==> config.mk <==
export PLATFORM = sky130hd
export DESIGN_NAME = lsu_ctrl
export DESIGN_NICKNAME = d
export VERILOG_FILES = /design/src/rtl/lsu_ctrl.sv
export SDC_FILE = /design/constraint.sdc
export NUM_CORES = 1
export LEC_CHECK = 0
export CELL_PAD_IN_SITES_DETAIL_PLACEMENT = 0
export CELL_PAD_IN_SITES_GLOBAL_PLACEMENT = 1
export CORE_MARGIN = 2
export CORE_UTILIZATION = 32
export CTS_BUF_LIST = sky130_fd_sc_hd__clkbuf_8
export CTS_CLUSTER_SIZE = 25
export DETAILED_ROUTE_END_ITERATION = 12
export HOLD_SLACK_MARGIN = 0.1
export PLACE_DENSITY_LB_ADDON = 0.1
export SKIP_LAST_GASP = 1
export SLEW_MARGIN = 10
export SYNTH_ARGS = -nofsm -noshare
export SYNTH_HDL_FRONTEND = slang
export SYNTH_SLANG_ARGS = --single-unit
==> constraint.sdc <==
create_clock -name clk -period 2.05 [get_ports clk]
set_input_delay 0.205 -clock clk [delete_from_list [all_inputs] [get_ports clk]]
set_output_delay 0.205 -clock clk [all_outputs]
set_load 0.02 [all_outputs]
==> src/rtl/lsu_ctrl.sv <==
`default_nettype none
// +--------------------------------------------------------------------------+
// | lsu_ctrl : load/store sequencer between execute and a req/gnt/rvalid     |
// |            data-memory port (alignment, byte enables, load formatting).  |
// | Revision : 1.0                                                           |
// +--------------------------------------------------------------------------+
module lsu_ctrl #(
  parameter int TIMEOUT_CYCLES = 256
) (
  input  logic        clk,
  input  logic        rst_n,
  input  logic        ex_valid,
  input  logic        ex_mem_read,
  input  logic        ex_mem_write,
  input  logic [2:0]  ex_funct3,
  input  logic [31:0] ex_addr,
  input  logic [31:0] ex_wdata,
  input  logic        flush,
  output logic        lsu_stall,
  output logic        wb_valid,
  output logic [31:0] wb_rdata,
  output logic        fault,
  output logic [1:0]  fault_code,
  output logic        dmem_req,
  output logic        dmem_we,
  output logic [31:0] dmem_addr,
  output logic [3:0]  dmem_be,
  output logic [31:0] dmem_wdata,
  input  logic        dmem_gnt,
  input  logic        dmem_rvalid,
  input  logic [31:0] dmem_rdata
);

  localparam int               c_cnt_w   = $clog2(TIMEOUT_CYCLES) + 1;
  localparam logic [c_cnt_w-1:0] c_cnt_max = c_cnt_w'(TIMEOUT_CYCLES - 1);

  localparam logic [1:0] c_st_idle = 2'd0;
  localparam logic [1:0] c_st_req  = 2'd1;
  localparam logic [1:0] c_st_rsp  = 2'd2;
  localparam logic [1:0] c_st_done = 2'd3;

  localparam logic [1:0] c_fc_misal   = 2'b01;
  localparam logic [1:0] c_fc_illegal = 2'b10;
  localparam logic [1:0] c_fc_timeout = 2'b11;

  logic [1:0]         r_state;
  logic [1:0]         w_state_nxt;
  logic [c_cnt_w-1:0] r_cnt;
  logic               r_kill;
  logic               r_load;
  logic [2:0]         r_f3;
  logic [1:0]         r_lane;
  logic               r_wb_valid;
  logic [31:0]        r_wb_rdata;
  logic               r_fault;
  logic [1:0]         r_fault_code;
  logic               r_we;
  logic [31:0]        r_addr;
  logic [3:0]         r_be;
  logic [31:0]        r_wdata;

  logic        w_op;
  logic        w_illegal;
  logic        w_misal;
  logic        w_try;
  logic        w_accept;
  logic        w_req_fault;
  logic        w_busy;
  logic        w_timeout;
  logic        w_wb_fire;
  logic [3:0]  w_be;
  logic [31:0] w_wdata;
  logic [15:0] w_lane_half;
  logic [31:0] w_load_fmt;

  // Decode and qualify the access presented by execute
  assign w_op      = ex_valid & (ex_mem_read | ex_mem_write);
  assign w_illegal = (ex_mem_read & ex_mem_write)
                   | (ex_mem_read & ((ex_funct3 == 3'b011) | (ex_funct3 == 3'b110) |
                                     (ex_funct3 == 3'b111)))
                   | (ex_mem_write & (ex_funct3 > 3'b010));
  assign w_misal   = ((ex_funct3[1:0] == 2'b01) & ex_addr[0])
                   | ((ex_funct3[1:0] == 2'b10) & (ex_addr[1:0] != 2'b00));
  assign w_try       = ((r_state == c_st_idle) | (r_state == c_st_done)) & w_op;
  assign w_accept    = w_try & ~w_illegal & ~w_misal;
  assign w_req_fault = w_try & (w_illegal | w_misal);
  assign w_busy      = (r_state == c_st_req) | (r_state == c_st_rsp);
  assign w_timeout   = w_busy & (r_cnt == c_cnt_max);
  assign w_wb_fire   = (r_state == c_st_rsp) & dmem_rvalid & ~w_timeout &
                       r_load & ~r_kill & ~flush;

  always_ff @(posedge clk or negedge rst_n) begin
    if (!rst_n) begin
      r_state <= c_st_idle;
    end else begin
      r_state <= w_state_nxt;
    end
  end

  always_comb begin
    w_state_nxt = r_state;
    case (r_state)
      c_st_idle, c_st_done: w_state_nxt = w_accept ? c_st_req : c_st_idle;
      c_st_req: begin
        if (w_timeout)     w_state_nxt = c_st_idle;
        else if (dmem_gnt) w_state_nxt = c_st_rsp;
        else if (flush)    w_state_nxt = c_st_idle;
      end
      c_st_rsp: begin
        if (w_timeout)        w_state_nxt = c_st_idle;
        else if (dmem_rvalid) w_state_nxt = c_st_done;
      end
      default: w_state_nxt = c_st_idle;
    endcase
  end

  always_comb begin
    lsu_stall = w_accept | w_busy;
    dmem_req  = (r_state == c_st_req);
  end

  always_comb begin
    w_be    = 4'hF;
    w_wdata = ex_wdata;
    if (ex_mem_write) begin
      case (ex_funct3[1:0])
        2'b00: begin
          w_be    = 4'b0001 << ex_addr[1:0];
          w_wdata = {4{ex_wdata[7:0]}};
        end
        2'b01: begin
          w_be    = 4'b0011 << {ex_addr[1], 1'b0};
          w_wdata = {2{ex_wdata[15:0]}};
        end
        default: begin
          w_be    = 4'hF;
          w_wdata = ex_wdata;
        end
      endcase
    end
  end

  // Halfwords are aligned, so shifting by the byte lane also selects the half lane
  assign w_lane_half = 16'(dmem_rdata >> {r_lane, 3'b000});

  always_comb begin
    w_load_fmt = dmem_rdata;
    case (r_f3)
      3'b000:  w_load_fmt = {{24{w_lane_half[7]}}, w_lane_half[7:0]};
      3'b001:  w_load_fmt = {{16{w_lane_half[15]}}, w_lane_half};
      3'b100:  w_load_fmt = {24'd0, w_lane_half[7:0]};
      3'b101:  w_load_fmt = {16'd0, w_lane_half};
      default: w_load_fmt = dmem_rdata;
    endcase
  end

  always_ff @(posedge clk or negedge rst_n) begin
    if (!rst_n) begin
      r_cnt        <= '0;
      r_kill       <= 1'b0;
      r_load       <= 1'b0;
      r_f3         <= 3'd0;
      r_lane       <= 2'd0;
      r_we         <= 1'b0;
      r_addr       <= 32'd0;
      r_be         <= 4'd0;
      r_wdata      <= 32'd0;
      r_fault      <= 1'b0;
      r_fault_code <= 2'b00;
      r_wb_valid   <= 1'b0;
      r_wb_rdata   <= 32'd0;
    end else begin
      r_fault      <= 1'b0;
      r_fault_code <= 2'b00;
      r_wb_valid   <= w_wb_fire;

      if (w_accept) begin
        r_cnt   <= '0;
        r_kill  <= 1'b0;
        r_load  <= ex_mem_read;
        r_f3    <= ex_funct3;
        r_lane  <= ex_addr[1:0];
        r_we    <= ex_mem_write;
        r_addr  <= {ex_addr[31:2], 2'b00};
        r_be    <= w_be;
        r_wdata <= w_wdata;
      end else if (w_busy) begin
        r_cnt <= r_cnt + 1'b1;
      end

      // A flush once the bus has taken the request cannot recall it; only the writeback dies
      if (flush & (((r_state == c_st_req) & dmem_gnt) | (r_state == c_st_rsp))) begin
        r_kill <= 1'b1;
      end

      if (w_req_fault) begin
        r_fault      <= 1'b1;
        r_fault_code <= w_illegal ? c_fc_illegal : c_fc_misal;
      end else if (w_timeout) begin
        r_fault      <= 1'b1;
        r_fault_code <= c_fc_timeout;
      end

      if (w_wb_fire) begin
        r_wb_rdata <= w_load_fmt;
      end
    end
  end

  assign wb_valid   = r_wb_valid;
  assign wb_rdata   = r_wb_rdata;
  assign fault      = r_fault;
  assign fault_code = r_fault_code;
  assign dmem_we    = r_we;
  assign dmem_addr  = r_addr;
  assign dmem_be    = r_be;
  assign dmem_wdata = r_wdata;

endmodule
`default_nettype wire

==> results.toml, run 1 <==
[outcome]
status = "complete, no violations"

[logic_synthesis]
avgSynthCellArea_um2 = 11.1
synth_largest_area_cell = "dfrtp_1"
synthTopCellsByCount = "dfrtp_1 (121), mux2_2 (69), nand2_1 (59)"
yosys_warnings = 0
synth_xor_area_share_pct = 0.897
ys.flop_type = "dfrtp_1"
synth_top_family_by_area = "multiplexers"
synth_mux_area_share_pct = 21.7
synth-seq-cells = 121
synthAdderAreaFrac_pct = 0.854
synth-compound-area-share_pct = 8.39
yosysMostFrequentCell = "dfrtp_1"
synth_area_um2 = 5860
synth-simple-area-share_pct = 12.6
synth_top_area_share_pct = 51.7
synth.distinct_cells = 44
ys_top_cells_by_area = "dfrtp_1 (52%), mux2_2 (13%), mux2i_1 (6.3%), o21ai_0 (4.7%), nand2_1 (3.8%)"
synthArstFlopShare_pct = 100
synth_edf_count = 0
synth.yosys.seq_area_share_pct = 51.7
syn_inst = 527

[power_and_ir_drop]
p_comb_share_pct = 41.5
seq_power_share_pct = 37.0
p_clk_share_pct = 21.5
cellPowerDensity_nw_per_um2 = 1020
p_int_mw = 6.02
power_switching_mw = 3.13
leakage_nw = 3.77
swShare_pct = 34.2
vdd_drop_max_mv = 0.605

[critical_path]
critPathLaunchType = "flip-flop"
worstSetupPathType = "reg -> reg"
reg2reg_depth = 7
rr_startpoint = "r_state[1]"
cp-endpoint = "dmem_addr[5]"
endpoint_kind = "flip-flop"
cp.arrival_ns = 2.31
crit_start = "r_state[1]"
rrSetupSlack_ns = 0.05
path_max_fanout = 21
worstPathRequired_ns = 2.36
rr_endpoint = "dmem_addr[5]"

[die]
die_h_um = 139
die-area_um2 = 19400
fp.dieW_um = 139
coreArea_um2 = 18000
io_pins = 214
start_util_pct = 32.6
row_count = 49

[final_layout]
fill_cells = 1661
n_antenna_cell = 0
area_growth_pct = 52.6
utilization_pct = 49.8
layout.nets = 891
drive_gt1_share_pct = 20.7

[cts]
cts_max_level = 4
cts-root-buf = "clkbuf_8"
clk_latency_ns = 0.43
cts_buffers = 17
clockBufferDepth = 2
clk_pin_slew_ns = 0.07
clock-sinks = 121
tritoncts = "done"

[job]
maxCapViolCount = 0

[sta]
finalHoldViolations = 0
final-max-slew-violation-count = 0
skew_ns = 0.00871
worst_hold_slack_ns = 0.368
finalSetupViolCount = 0
fmax_ghz = 0.500
finalCritPeriodShare_pct = 97.6
worst_pin_slew_ns = 0.718
relSlewSlack_pct = 52.1
grt_setup_unrepaired = "yes"
timing.final.crit_period_ns = 2.00

[global_route]
antenna_found_initial = 0
grt_max_degree = 122
globalRouteTotalUtil_pct = 18.1
globalRouteOverflowTotal = 0
grt_pass1_wl_um = 27700
grt_pass1_vias = 5129

[placement]
gp_congestion = 0.836
port_buffers = 211
dp_hpwl_um = 12600

[routing]
drc = 0
final_antenna_net_count = 0
viasPerCell = 4.78
drt_iter0_drc = 175
dr.pass1.iters = 6
vias = 4877
routedWlPerCell_um = 16.8
drt-total-wl_um = 17200

[hold_path]
hold_class = "in -> reg"
==> flip-flops by register name, summed over array words and instances, names as in the netlist <==
| register | cells |
|---|---|
| fault_code | 2 |
| dmem_we | 1 |
| r_kill | 1 |
| fault | 1 |
| dmem_addr | 30 |
| r_load | 1 |
| r_state | 2 |
| r_lane | 2 |
| dmem_wdata | 32 |
| r_f3 | 3 |
| dmem_be | 4 |
| wb_valid | 1 |
| r_cnt | 9 |
| wb_rdata | 32 |
==> worst min-delay path by stage <==
stage                      startpoint             to  slack, ns  cells after the start
after floorplan                 rst_n  dmem_addr[10]      -0.09                      0
after global placement          rst_n  dmem_addr[19]       0.37                      2
after detailed placement        rst_n   wb_rdata[22]       0.38                      2
after CTS                 ex_addr[26]  dmem_addr[26]       0.33                      2
after global routing       ex_addr[3]   dmem_addr[3]       0.35                      2
final                     ex_addr[24]  dmem_addr[24]       0.37                      2
==> logic make-up after synthesis <==
family | Yosys count
simple gates | 151
flops | 121
mux | 116
compound gates | 86
buf+inv | 42
xor+xnor | 6
fa+ha+maj | 4
other cells | 1
==> cells in the final DEF, fill, tap and decap left out, types with 3 or more instances in the layout <==
cell type        Yosys  layout
clkdlybuf4s50_1      0     209
dfrtp_1            121     121
mux2_2              69      69
nand2_1             59      59
o21ai_0             55      49
buf_4                2      48
mux2i_1             37      37
nor2_1              29      29
and2_1              23      23
clkbuf_8             0      20
inv_1                9      11
a21oi_1             11      11
nand2b_1            11      10
nor3b_1             10      10
mux2_1               9       9
a211oi_1             8       8
o21ai_1              1       7
nor2b_1              5       5
clkinv_2             0       5
xnor2_1              4       4
buf_12               0       4
nor3_1               4       3
buf_6                6       3
==> worst max-delay path: stages (launching register included) <==
cell	delay [ns]
dfrtp_1	0.41
ha_4	0.29
o211ai_1	0.12
buf_4	0.18
a211oi_4	0.20
buf_6	0.16
buf_12	0.16
mux2_1	0.34
==> repair_timing <==
item	CTS	global route
gates cloned	0	0
hold buffers	1	0
pin swaps	0	2
hold endpoints to repair	121	0
endpoints found under the setup margin	84	102
setup buffers	0	4
gates resized for setup	6	17
==> stage by stage <==
stage          setup slack (ns)  area (um^2)  setup TNS [ns]  instances  power [mW]
2_1_floorplan           0.00643         5870               0        528        5.28
3_3_place_gp             -0.231         8490          -14.34        985        7.14
3_5_place_dp             -0.257         8490          -16.84        985        7.22
4_1_cts                 -0.0487         8870           -1.26       1017        9.25
5_1_grt                 -0.0598         8950           -1.69       1021        9.71
6_report                 0.0498         8950               0       1021        9.15
==> power groups by stage <==
stage / combinational [mW] / sequential, mW / clock (mW)
2_1_floorplan: 1.21 / 4.07 / 0
4_1_cts: 3.82 / 3.40 / 2.04
3_5_place_dp: 3.80 / 3.43 / 0
6_report: 3.80 / 3.39 / 1.96
3_3_place_gp: 3.75 / 3.40 / 0
5_1_grt: 4.07 / 3.49 / 2.15
==> cell type report <==
cell class	count	area, um^2	area share, %
Sequential cell	121	3030	33.8
Multi-Input combinational cell	365	2660	29.7
Timing Repair Buffer	265	2580	28.8
Tap cell	229	287	3.20
Clock buffer	20	275	3.08
Clock inverter	11	82.6	0.923
Inverter	10	37.5	0.420
==> routing by layer <==
metal  vias up  global-route usage (%)  wire (um)
met3        12                    7.71       1490
li1       2322                       -          -
met1      2390                    21.2       6910
met4         0                    5.26        218
met2       153                    30.3       8560
met5         -                       0          0
Power figures use the tool's default switching activity.
==> inputs of run 2 (changes only) <==
Settings changed: CORE_MARGIN 2 to default.
==> run 2 against run 1 <==
Net effect: the run now ends with negative setup slack left; critical endpoint is now dmem_addr[31]; combinational power grew 8.7%; die area shrank 2.9%; non-clock buffer count grew 8; setup slack lost 0.050 ns; via count grew 2.2%; global-route usage grew 0.75 points; first-iteration DRC count shrank 26%; critical path depth is the same; clock power grew 13%; worst hold slack lost 0.085 ns; sequential share of layout area shrank 1.6 points.
==> results.toml, run 2 (synthesis gave the netlist of run 1 again) <==
[critical_path]
cp-endpoint = "dmem_addr[31]"
critPathBufInv = 3
reg2reg_depth = 7
crit_chain = "ha_4, o211ai_1, buf_4, a211oi_4, buf_6, clkbuf_16, mux2_4"
rrSetupSlack_ns = -0.0005
cp.depth = 7
slowest_stage = "dfrtp_1"
critPathLaunchType = "flip-flop"
endpoint_kind = "flip-flop"
crit_start = "r_state[1]"
critPathTopFamily = "buffers and inverters"
worstPathRequired_ns = 2.38
path_max_fanout = 7
max_stage_delay_ns = 0.41
rr_startpoint = "r_state[1]"
rr_endpoint = "dmem_addr[31]"
cp.arrival_ns = 2.38
worstSetupPathType = "reg -> reg"

[routing]
drc = 0
viasPerCell = 4.84
routedWlPerCell_um = 17.5
final_antenna_net_count = 0
vias = 4983
drt-total-wl_um = 18000
drt_iter0_drc = 129
dr.pass1.iters = 4

[cts]
clk_latency_ns = 0.44
clockBufferDepth = 2
tritoncts = "done"
cts-root-buf = "clkbuf_8"
cts_max_level = 4
clk_pin_slew_ns = 0.08
cts_buffers = 17
clock-sinks = 121

[global_route]
grt_max_degree = 44
antenna_found_initial = 0
met1_usage_pct = 21.8
grt.met3_usage_pct = 7.06
busiest_layer = "met2"
grt_pass1_vias = 5127
globalRouteOverflowTotal = 0
grt_use_met2_pct = 31.6
globalRouteTotalUtil_pct = 18.8
grt_pass1_wl_um = 26700

[die]
die_h_um = 137
row_count = 49
fp.dieW_um = 137
die-area_um2 = 18900
start_util_pct = 32.6
io_pins = 214
coreArea_um2 = 18000

[sta]
relSlewSlack_pct = 63.6
worst_hold_slack_ns = 0.283
tns_ns = -0.00103
finalCritPeriodShare_pct = 100
fmax_ghz = 0.488
layout_setup_ws_ns = -0.000535
grt_setup_unrepaired = "yes"
finalSetupViolCount = 2
finalHoldViolations = 0
timing.final.crit_period_ns = 2.05
skew_ns = 0.0115
final-max-slew-violation-count = 0
worst_pin_slew_ns = 0.546

[job]
maxCapViolCount = 0

[final_layout]
layout_commonest_cell = "clkdlybuf4s50_1"
design_area_um2 = 9400
final_cell_mix = "clkdlybuf4s50_1 (209), dfrtp_1 (121), mux2_4 (60)"
multi_input_area_um2 = 2890
drive_gt1_share_pct = 22.7
layout.nets = 899
regArea_um2 = 3030
n_antenna_cell = 0
area_growth_pct = 60.4
fill_cells = 1608

[placement]
gp_congestion = 0.780
port_buffers = 211
placement.cell_area_um2 = 8530
dp_hpwl_um = 12800

[power_and_ir_drop]
cellPowerDensity_nw_per_um2 = 1040
vdd_drop_max_mv = 0.535
leakage_nw = 4.06

[outcome]
status = "finished, violations left"
failed_checks = "negative setup slack"

[hold_path]
hold_class = "in -> async"
run 2: cell types whose count changed in the layout (fill, tap and decap cells not counted), sizes merged:
| cell | delta |
|---|---|
| clkbuf | +2 |
| inv | +1 |
| clkinvlp | +1 |
| buf | +4 |
| clkinv | -1 |
| bufinv | +2 |
run 2: metrics by stage:
stage	power, mW	setup WS [ns]	utilization (%)	std cells
global route	10.3	-0.104	52.3	1030
detailed placement	7.22	-0.268	47.5	986
CTS	9.54	-0.109	50.4	1024
floorplan	5.28	0.00643	-	528
finish	9.80	-0.000535	52.3	1030
global placement	7.15	-0.212	47.5	986
run 2: worst min path at each step:
stage | slack [ns] | startpoint | to
after CTS | 0.28 | rst_n | r_cnt[5]
after global placement | 0.22 | rst_n | dmem_addr[15]
final | 0.28 | rst_n | r_cnt[5]
after floorplan | -0.09 | rst_n | dmem_addr[10]
after detailed placement | 0.23 | rst_n | dmem_addr[16]
after global routing | 0.31 | rst_n | r_cnt[5]
run 2: metal layers:
metal / up-vias / share of wire [%]
met5: - / 0
met4: 0 / 1.7
met3: 23 / 7.2
met2: 154 / 49
met1: 2464 / 42
li1: 2342 / -
run 2: what timing repair did:
item                                    in CTS  in global routing
setup buffers                                6                  3
endpoints found under the setup margin      91                 94
hold buffers                                 1                  0
gates cloned                                 1                  4
resized for setup                           11                 77
pin swaps                                    2                  4
endpoints found under the hold margin       36                  0
run 2: report_power, final:
part	leakage, nW	internal [mW]	switching, mW
combinational	2.32	2.27	1.86
sequential	1.52	3.02	0.423
clock	0.213	1.22	0.998
run 2: layout make-up:
cell class	count	area share (%)
Timing Repair Buffer	273	29.3
Tap cell	229	3.05
Sequential cell	121	32.2
Multi-Input combinational cell	365	30.7
Inverter	10	0.399
Clock buffer	18	2.64
Clock inverter	14	1.68
run 2: worst reg2reg max path, stage by stage (launching register included):
cell	delay (ns)
dfrtp_1	0.41
ha_4	0.29
o211ai_1	0.14
buf_4	0.19
a211oi_4	0.21
buf_6	0.23
clkbuf_16	0.18
mux2_4	0.29
==> inputs of run 3 (changes only) <==
Settings changed: CAP_MARGIN from default to 20.
==> results of run 3 <==
Same layout as run 2: the final DEF is identical, and so are final timing and power.
